<file path="config.mk">
export PLATFORM = sky130hd
export DESIGN_NAME = dmem_access_ctrl_flat
export DESIGN_NICKNAME = d
export VERILOG_FILES = /design/src/rtl/dmem_access_ctrl_pkg.sv /design/src/rtl/dmem_access_ctrl_if.sv /design/src/rtl/dmem_access_ctrl.sv /design/src/flat_wrapper.sv
export SDC_FILE = /design/constraint.sdc
export NUM_CORES = 1
export LEC_CHECK = 0
export CELL_PAD_IN_SITES_DETAIL_PLACEMENT = 1
export CELL_PAD_IN_SITES_GLOBAL_PLACEMENT = 1
export CORE_UTILIZATION = 25
export CTS_BUF_LIST = sky130_fd_sc_hd__clkbuf_2
export DETAILED_ROUTE_END_ITERATION = 10
export PLACE_DENSITY = 0.81
export SYNTH_ARGS = -nofsm -noshare
export SYNTH_HDL_FRONTEND = slang
export SYNTH_SLANG_ARGS = --single-unit
</file>
<file path="constraint.sdc">
create_clock -name clk -period 2.84 [get_ports clk]
set_clock_uncertainty 0.1 [all_clocks]
set_input_delay 0.71 -clock clk [delete_from_list [all_inputs] [get_ports clk]]
set_output_delay 0.71 -clock clk [all_outputs]
set_load 0.05 [all_outputs]
</file>
<file path="src/rtl/dmem_access_ctrl_pkg.sv">
`default_nettype none
// ============================================================================
//  Module   : dmem_access_ctrl_pkg
//  Purpose  : Shared widths, latency default and FSM state encoding for the
//             data-memory access controller.
//  Revision : 1.0  initial release
// ============================================================================
package dmem_access_ctrl_pkg;

    localparam int LEN_ADR_MEM = 8;                 // word-address width to memory
    localparam int LEN_DATA    = 32;                // data word width
    localparam int SIZE_MEM    = 1 << LEN_ADR_MEM;  // words in data memory
    localparam int DMEM_LAT    = 2;                 // cycles each strobe is held

    typedef enum logic [1:0] {
        S_IDLE   = 2'd0,
        S_ACCESS = 2'd1,
        S_RESP   = 2'd2
    } state_t;

    // Word accesses only: any nonzero byte offset is an alignment error.
    function automatic logic is_misaligned(input logic [1:0] i_lsb);
        return (i_lsb != 2'b00);
    endfunction

endpackage
`default_nettype wire

</file>
<file path="src/rtl/dmem_access_ctrl_if.sv">
`default_nettype none
// ============================================================================
//  Module   : dmem_access_ctrl_if
//  Purpose  : Request/response channel between the pipeline MEM stage
//             (master) and the data-memory access controller (slave).
//  Revision : 1.0  initial release
// ============================================================================
interface dmem_access_ctrl_if #(
    parameter int ADDR_W = 8,
    parameter int DATA_W = 32
);
    logic              req_valid;
    logic              req_ready;
    logic              req_we;
    logic [ADDR_W+1:0] req_addr;
    logic [DATA_W-1:0] req_wdata;
    logic              resp_valid;
    logic              resp_ready;
    logic [DATA_W-1:0] resp_rdata;
    logic              resp_err;
    logic              busy;

    modport master (
        output req_valid, req_we, req_addr, req_wdata, resp_ready,
        input  req_ready, resp_valid, resp_rdata, resp_err, busy
    );

    modport slave (
        input  req_valid, req_we, req_addr, req_wdata, resp_ready,
        output req_ready, resp_valid, resp_rdata, resp_err, busy
    );
endinterface
`default_nettype wire

</file>
<file path="src/rtl/dmem_access_ctrl.sv">
`default_nettype none
// ============================================================================
//  Module   : dmem_access_ctrl
//  Purpose  : Bus master for the data memory. Accepts one word load/store per
//             handshake, holds the strobe for MEM_LAT cycles, then returns
//             load data or an alignment error on the response channel.
//  Revision : 1.0  initial release
// ============================================================================
module dmem_access_ctrl
    import dmem_access_ctrl_pkg::*;
#(
    parameter int ADDR_W  = LEN_ADR_MEM,
    parameter int DATA_W  = LEN_DATA,
    parameter int MEM_LAT = DMEM_LAT
) (
    input  wire logic              clk,
    input  wire logic              rst,
    dmem_access_ctrl_if.slave      bus,
    output logic                   mem_read,
    output logic                   mem_write,
    output logic [ADDR_W-1:0]      mem_adr,
    output logic [DATA_W-1:0]      mem_data,
    input  wire logic [DATA_W-1:0] mem_out
);

    localparam int                 c_CNT_W    = $clog2(MEM_LAT) + 1;
    localparam logic [c_CNT_W-1:0] c_CNT_INIT = c_CNT_W'(MEM_LAT - 1);

    state_t              r_state,      w_state_nxt;
    logic [c_CNT_W-1:0]  r_cnt,        w_cnt_nxt;
    logic                r_mem_read,   w_mem_read_nxt;
    logic                r_mem_write,  w_mem_write_nxt;
    logic [ADDR_W-1:0]   r_mem_adr,    w_mem_adr_nxt;
    logic [DATA_W-1:0]   r_mem_data,   w_mem_data_nxt;
    logic                r_resp_valid, w_resp_valid_nxt;
    logic [DATA_W-1:0]   r_resp_rdata, w_resp_rdata_nxt;
    logic                r_resp_err,   w_resp_err_nxt;

    // State, access counter and every registered output; reset discards any in-flight op.
    always_ff @(posedge clk or posedge rst) begin
        if (rst) begin
            r_state      <= S_IDLE;
            r_cnt        <= '0;
            r_mem_read   <= 1'b0;
            r_mem_write  <= 1'b0;
            r_mem_adr    <= '0;
            r_mem_data   <= '0;
            r_resp_valid <= 1'b0;
            r_resp_rdata <= '0;
            r_resp_err   <= 1'b0;
        end else begin
            r_state      <= w_state_nxt;
            r_cnt        <= w_cnt_nxt;
            r_mem_read   <= w_mem_read_nxt;
            r_mem_write  <= w_mem_write_nxt;
            r_mem_adr    <= w_mem_adr_nxt;
            r_mem_data   <= w_mem_data_nxt;
            r_resp_valid <= w_resp_valid_nxt;
            r_resp_rdata <= w_resp_rdata_nxt;
            r_resp_err   <= w_resp_err_nxt;
        end
    end

    // Next-state and next-output logic; everything holds unless a transition changes it.
    always_comb begin
        w_state_nxt      = r_state;
        w_cnt_nxt        = r_cnt;
        w_mem_read_nxt   = r_mem_read;
        w_mem_write_nxt  = r_mem_write;
        w_mem_adr_nxt    = r_mem_adr;
        w_mem_data_nxt   = r_mem_data;
        w_resp_valid_nxt = r_resp_valid;
        w_resp_rdata_nxt = r_resp_rdata;
        w_resp_err_nxt   = r_resp_err;

        case (r_state)
            S_IDLE: begin
                if (bus.req_valid) begin
                    if (is_misaligned(bus.req_addr[1:0])) begin
                        // Error responses skip the memory entirely.
                        w_resp_valid_nxt = 1'b1;
                        w_resp_err_nxt   = 1'b1;
                        w_resp_rdata_nxt = '0;
                        w_state_nxt      = S_RESP;
                    end else begin
                        w_mem_adr_nxt   = bus.req_addr[ADDR_W+1:2];
                        if (bus.req_we) begin
                            w_mem_data_nxt = bus.req_wdata;
                        end
                        w_mem_read_nxt  = ~bus.req_we;
                        w_mem_write_nxt = bus.req_we;
                        w_cnt_nxt       = c_CNT_INIT;
                        w_state_nxt     = S_ACCESS;
                    end
                end
            end
            S_ACCESS: begin
                if (r_cnt != '0) begin
                    w_cnt_nxt = r_cnt - 1'b1;
                end else begin
                    // Last strobe cycle: memory output is valid for the held address.
                    w_resp_rdata_nxt = r_mem_read ? mem_out : '0;
                    w_resp_err_nxt   = 1'b0;
                    w_resp_valid_nxt = 1'b1;
                    w_mem_read_nxt   = 1'b0;
                    w_mem_write_nxt  = 1'b0;
                    w_state_nxt      = S_RESP;
                end
            end
            S_RESP: begin
                if (bus.resp_ready) begin
                    w_resp_valid_nxt = 1'b0;
                    w_state_nxt      = S_IDLE;
                end
            end
            default: begin
                w_mem_read_nxt   = 1'b0;
                w_mem_write_nxt  = 1'b0;
                w_resp_valid_nxt = 1'b0;
                w_state_nxt      = S_IDLE;
            end
        endcase
    end

    assign bus.req_ready  = (r_state == S_IDLE);
    assign bus.busy       = (r_state != S_IDLE);
    assign bus.resp_valid = r_resp_valid;
    assign bus.resp_rdata = r_resp_rdata;
    assign bus.resp_err   = r_resp_err;
    assign mem_read       = r_mem_read;
    assign mem_write      = r_mem_write;
    assign mem_adr        = r_mem_adr;
    assign mem_data       = r_mem_data;

endmodule
`default_nettype wire

</file>
<file path="src/flat_wrapper.sv">
// flat-port wrapper written by rule: the top's interface ports become plain ports
module dmem_access_ctrl_flat import dmem_access_ctrl_pkg::*;
#(
    parameter int ADDR_W  = LEN_ADR_MEM,
    parameter int DATA_W  = LEN_DATA,
    parameter int MEM_LAT = DMEM_LAT
)
  (clk, rst, mem_read, mem_write, mem_adr, mem_data, mem_out, bus_req_valid, bus_req_we, bus_req_addr, bus_req_wdata, bus_resp_ready, bus_req_ready, bus_resp_valid, bus_resp_rdata, bus_resp_err, bus_busy);
  dmem_access_ctrl_if #(.ADDR_W(ADDR_W), .DATA_W(DATA_W)) bus_i ();
  input  wire logic clk;
  input  wire logic rst;
  output logic mem_read;
  output logic mem_write;
  output logic [ADDR_W-1:0] mem_adr;
  output logic [DATA_W-1:0] mem_data;
  input  wire logic [DATA_W-1:0] mem_out;
  input wire logic [$bits(bus_i.req_valid)-1:0] bus_req_valid;
  input wire logic [$bits(bus_i.req_we)-1:0] bus_req_we;
  input wire logic [$bits(bus_i.req_addr)-1:0] bus_req_addr;
  input wire logic [$bits(bus_i.req_wdata)-1:0] bus_req_wdata;
  input wire logic [$bits(bus_i.resp_ready)-1:0] bus_resp_ready;
  output wire logic [$bits(bus_i.req_ready)-1:0] bus_req_ready;
  output wire logic [$bits(bus_i.resp_valid)-1:0] bus_resp_valid;
  output wire logic [$bits(bus_i.resp_rdata)-1:0] bus_resp_rdata;
  output wire logic [$bits(bus_i.resp_err)-1:0] bus_resp_err;
  output wire logic [$bits(bus_i.busy)-1:0] bus_busy;
  assign bus_i.req_valid = bus_req_valid;
  assign bus_i.req_we = bus_req_we;
  assign bus_i.req_addr = bus_req_addr;
  assign bus_i.req_wdata = bus_req_wdata;
  assign bus_i.resp_ready = bus_resp_ready;
  assign bus_req_ready = bus_i.req_ready;
  assign bus_resp_valid = bus_i.resp_valid;
  assign bus_resp_rdata = bus_i.resp_rdata;
  assign bus_resp_err = bus_i.resp_err;
  assign bus_busy = bus_i.busy;
  dmem_access_ctrl #(.ADDR_W(ADDR_W), .DATA_W(DATA_W), .MEM_LAT(MEM_LAT)) u_core (.clk(clk), .rst(rst), .bus(bus_i), .mem_read(mem_read), .mem_write(mem_write), .mem_adr(mem_adr), .mem_data(mem_data), .mem_out(mem_out));
endmodule
</file>
* Word-level counts from Yosys, hierarchy flattened *
Cells that the tools add are included.

cells by class
  $add $sub $neg = 1
  equal/unequal tests = 8
  mux-type cells = 27
  bitwise logic cells = 3
  reductions and logical operators = 12

operators by type and width
  kind                                                   count
  two-way mux 32 bit                                     4
  one-hot mux 32 bit (2 select lines)                    1
  AND reduction 4 bit                                    5
  two-way mux 2 bit                                      7
  two-way mux 1 bit                                      9
  one-hot mux 1 bit (3 select lines)                     3
  inequality test 2 bit, second input constant           4
  nonzero test 2 bit                                     4
  one-hot mux 2 bit (3 select lines)                     1
  AND reduction 3 bit                                    2
  inequality test 2 x 1 -> 1 bit, second input constant  2
  one-hot mux 2 bit (2 select lines)                     1
  NOT 1 bit                                              3
  equality test 2 x 1 -> 1 bit, second input constant    1
  equality test 2 bit, second input constant             1
  zero test 2 bit                                        1
  one-hot mux 1 bit (2 select lines)                     1
  subtractor 2 x 1 -> 2 bit, second input constant       1

storage, ports and cells
  register bits after elaboration = 80
  input port bits = 79
  output and inout bits = 78

* Logic depth before layout (Yosys ltp) *
Gate-level depths: netlist of the first run.

  depth after elaboration = 4
  mapped depth = 7
  gate-level depth less buffers = 5

* Worst setup path before layout of the first run *
OpenSTA, ideal clock, no wires.

  kind = flip-flop to flip-flop
  start = register u_core.r_state[1]
  end = register u_core.r_mem_data[24], in the netlist u_core.mem_data[24]
  setup time = 125 ps
  arrival = 1,880 ps
  data required time = 2,615 ps
  setup slack = 735 ps
  stages on the path, launching flop included = 7
  buffers on the path = 2
  cells stage by stage = dfrtp_1 > or2_1 > inv_2 > and3_1 > buf_4 > buf_6 > mux2_2

on the way
  longest elaborated chain between the ends = 2

RTL lines
  item                                  line                    source
  start, declared                       dmem_access_ctrl.sv:29  state_t r_state, w_state_nxt;
  start signal, assigned                dmem_access_ctrl.sv:52  r_state <= w_state_nxt;
  zero test 2 bit                       --
  net bus_req_ready                     flat_wrapper.sv:22      output wire logic [$bits(bus_i.req_ready)-1:0] bus_req_ready;
  AND reduction 4 bit (no source line)  --
  end signal, assigned                  dmem_access_ctrl.sv:57  r_mem_data <= w_mem_data_nxt;
  end, declared                         dmem_access_ctrl.sv:34  logic [DATA_W-1:0] r_mem_data, w_mem_data_nxt;

The timed path passes the listed nets, and every way through them passes these cells.
A chain may end at the register's enable or synchronous reset.

* Worst setup path in the final report of the first run *
  start = register u_core.r_resp_err, in the netlist u_core.bus.resp_err
  end = output bus_resp_err

RTL lines
  item                    line                    source
  start, declared         dmem_access_ctrl.sv:37  logic r_resp_err, w_resp_err_nxt;
  start signal, assigned  dmem_access_ctrl.sv:60  r_resp_err <= w_resp_err_nxt;
  end, declared           flat_wrapper.sv:25      output wire logic [$bits(bus_i.resp_err)-1:0] bus_resp_err;

No word-level cell between the ends.

==> results_dict.tcl, run 1 <==
set metrics [dict create \
    grt_max_degree 34 \
    irDropWorstVdd_uv 372 \
    synth_seq_cells 80 \
    overflow 0 \
    finalMaxSlewViolations 0 \
    yosysUniqueCellTypes 35 \
    regToRegSetupSlack_ns 0.91 \
    finalNonFillerCells 541 \
    wl_met2_mm 4.67 \
    portBuffers 156 \
    final_common_cell "clkdlybuf4s50_1" \
    ys_warn_count 0 \
    slowest_delay_ns 0.85 \
    cts_sinks 80 \
    hold_viol 0 \
    period_needed_ns 2.59 \
    hold_class "register to register" \
    dieArea_um2 13200 \
    crit_path_start_kind "register" \
    cp.required_ns 2.03 \
    worst-path-buf-inv 1 \
    finalPower_mw 4.88 \
    finalSetupTns_ns 0 \
    clk_path_buf_depth 2 \
    worstSkewPairLatency_ns 0.51 \
    synth.net_count 289 \
    outcome "finished clean" \
    ios 157 \
    cts-root-buf "clkbuf_2" \
    syn2layout_area_growth_pct 57.2 \
    critPathCaptureType "output port" \
    drive_above_1_share_pct 19.4 \
    coreArea_um2 12200 \
    drt_iter0_markers 142 \
    num_rows 40 \
    clk_pin_slew_ns 0.20 \
    drtAntennaViolNets 0 \
    grt_antenna_before_repair 0 \
    dp_cells 524 \
    tritoncts.num_buffers 9 \
    firstDrtPassIters 4 \
    worstPathArrival_ns 1.78 \
    wl_met1_mm 3.58 \
    setup_viol 0 \
    cts_setup_buffers 0 \
    dpl_cell_area_um2 4900 \
    initial_utilization_pct 26.0 \
    dr_total_vias 2420 \
    routed_wl_mm 8.95 \
    synth.avg_cell_area_um2 15.2 \
    grt_pass1_wl_mm 14.0 \
    most-common-layout-cells "clkdlybuf4s50_1 (154), dfrtp_1 (80), mux2_2 (29)" \
    place.gp.congestion 0.743 \
    syn_inst 209 \
    synth_area_um2 3180 \
    power.density_nw_per_um2 977 \
    ys_seq_area_share_pct 63.0 \
    finalNetCount 447 \
    rsz0062_at_grt "no" \
    slowest_stage "clkdlybuf4s50_1" \
    dp_hpwl_mm 6.56 \
    crit_fanout 3 \
    route.detailed.drc 0 \
    fillers 1304 \
    wl_per_cell_um 16.5 \
    tritoncts "done" \
    fin_crit_sh_pct 91.1 \
    setup.worst_path.class "register to output port" \
    top_layer_used "met4" \
    path_delay_family "buffers and inverters" \
    crit_chain "clkdlybuf4s50_1" \
    grt_pass1_vias 2609 \
    via_per_inst 4.47 \
    cellLeakagePower_nw 2.13 \
    maxSlewHeadroom_pct 54.9 \
    worst_pin_slew_ns 0.676 \
    wl_met3_um 422 \
    maxCapViolations 0 \
    die_h_um 115 \
    fmax_mhz 386 \
    grt_usage_pct 14.2 \
    stdcell_area_um2 5000 \
    dieWidth_um 115 \
    htreeDepth 3 \
    finish.utilization_pct 40.9 \
]
==> cells in the mapped netlist <==
master / instances / area, um2
a22o_2: 1 / 10.0
o21bai_1: 2 / 15.0
inv_4: 1 / 6.26
dfrtp_1: 80 / 2000
a32o_1: 24 / 240
buf_2: 5 / 25.0
o21ai_0: 3 / 15.0
a31o_2: 1 / 8.76
or2_2: 1 / 6.26
ha_1: 1 / 12.5
nor3b_2: 1 / 12.5
buf_4: 1 / 7.51
nand3_1: 1 / 5.00
mux2_2: 29 / 327
o221ai_1: 1 / 8.76
a22oi_1: 1 / 7.51
inv_2: 2 / 7.51
a22o_1: 1 / 8.76
o2bb2ai_1: 1 / 8.76
nor2_1: 2 / 7.51
nand2_1: 3 / 11.3
o22ai_1: 2 / 12.5
inv_1: 4 / 15.0
mux2_1: 11 / 124
a32o_2: 8 / 90.1
buf_6: 8 / 90.1
mux2i_1: 2 / 20.0
clkbuf_1: 3 / 11.3
a21oi_1: 2 / 10.0
nand2b_1: 1 / 6.26
or4b_2: 1 / 10.0
or3_4: 1 / 11.3
or2_1: 2 / 12.5
and2_1: 1 / 6.26
and3_1: 1 / 6.26
==> metrics by stage <==
stage	hold slack, ns	setup WS [ns]
after global placement	0.372	0.330
after detailed placement	0.377	0.281
after CTS	0.425	0.0228
final	0.414	0.252
after floorplan	0.366	0.735
after global routing	0.441	0.115
==> metal layers <==
| metal | up-vias | GRT usage [%] |
|---|---|---|
| met5 | - | 0 |
| met4 | 0 | 8.14 |
| met3 | 17 | 2.11 |
| met2 | 82 | 24.6 |
| met1 | 1217 | 16.8 |
| li1 | 1104 | - |
==> final cells by class <==
cell class	instances	area, um2	share of cell area [%]
Sequential cell	80	2000	40.1
Timing Repair Buffer	164	1650	33.0
Multi-Input combinational cell	105	1020	20.3
Tap cell	168	210	4.21
Clock buffer	10	50.0	1.00
Clock inverter	6	36.3	0.726
Inverter	7	32.5	0.651
Antenna cell	1	2.50	0.0501
==> sequential cells by signal (all words and copies together), names as in the netlist <==
| register | count |
|---|---|
| u_core.bus.resp_err | 1 |
| u_core.bus.resp_valid | 1 |
| u_core.mem_data | 32 |
| u_core.r_cnt | 2 |
| u_core.mem_read | 1 |
| u_core.mem_adr | 8 |
| u_core.mem_write | 1 |
| u_core.r_state | 2 |
| u_core.bus.resp_rdata | 32 |
==> power by group <==
group	internal [mW]	switching (mW)
Clock	0.112	0.393
Combinational	0.986	1.72
Sequential	1.49	0.185
Total	2.58	2.30
==> cell families (layout without fill, tap and decap cells) <==
family / after synthesis / in the layout / share of synthesized area (%)
DFF: 80 / 80 / 63.0
AOI/OAI and AO/OA: 47 / 47 / 13.7
muxes: 42 / 42 / 14.8
buffers and inverters: 24 / 187 / 5.12
and+or+nand+nor: 15 / 15 / 2.99
adders and majority gates: 1 / 1 / 0.394
other: 0 / 1 / 0
==> timing repair <==
item                                    4_1_cts  5_1_grt
endpoints found under the setup margin        0        1
gates resized for setup                       0        1
endpoints found under the hold margin         0        0
hold buffers                                  0        0
==> worst paths after layout <==
| kind | from | to | cells past startpoint |
|---|---|---|---|
| setup / recovery | u_core.bus.resp_err$_DFFE_PP0P_ | bus_resp_err | 1 |
| hold / removal | u_core.mem_data[13]$_DFFE_PP0P_ | u_core.mem_data[13]$_DFFE_PP0P_ | 1 |
| setup reg to reg | u_core.r_cnt[0]$_DFFE_PP0P_ | u_core.bus.resp_rdata[6]$_DFFE_PP0P_ | 5 |
| hold reg to reg | u_core.mem_data[13]$_DFFE_PP0P_ | u_core.mem_data[13]$_DFFE_PP0P_ | 1 |
| max in group asynchronous | rst | u_core.mem_data[11]$_DFFE_PP0P_ | 3 |
| min in group asynchronous | rst | u_core.mem_data[31]$_DFFE_PP0P_ | 2 |
No activity file was read; power rests on OpenSTA's default activity.
==> inputs of run 2 (changes only) <==
--- a/config.mk
+++ b/config.mk
@@ -9,6 +9,7 @@
 export CELL_PAD_IN_SITES_GLOBAL_PLACEMENT = 1
 export CORE_UTILIZATION = 25
 export CTS_BUF_LIST = sky130_fd_sc_hd__clkbuf_2
+export CTS_CLUSTER_DIAMETER = 150
 export DETAILED_ROUTE_END_ITERATION = 10
 export PLACE_DENSITY = 0.81
 export SYNTH_ARGS = -nofsm -noshare
==> results of run 2 <==
Final layout, timing and power as in run 1 (identical DEF).
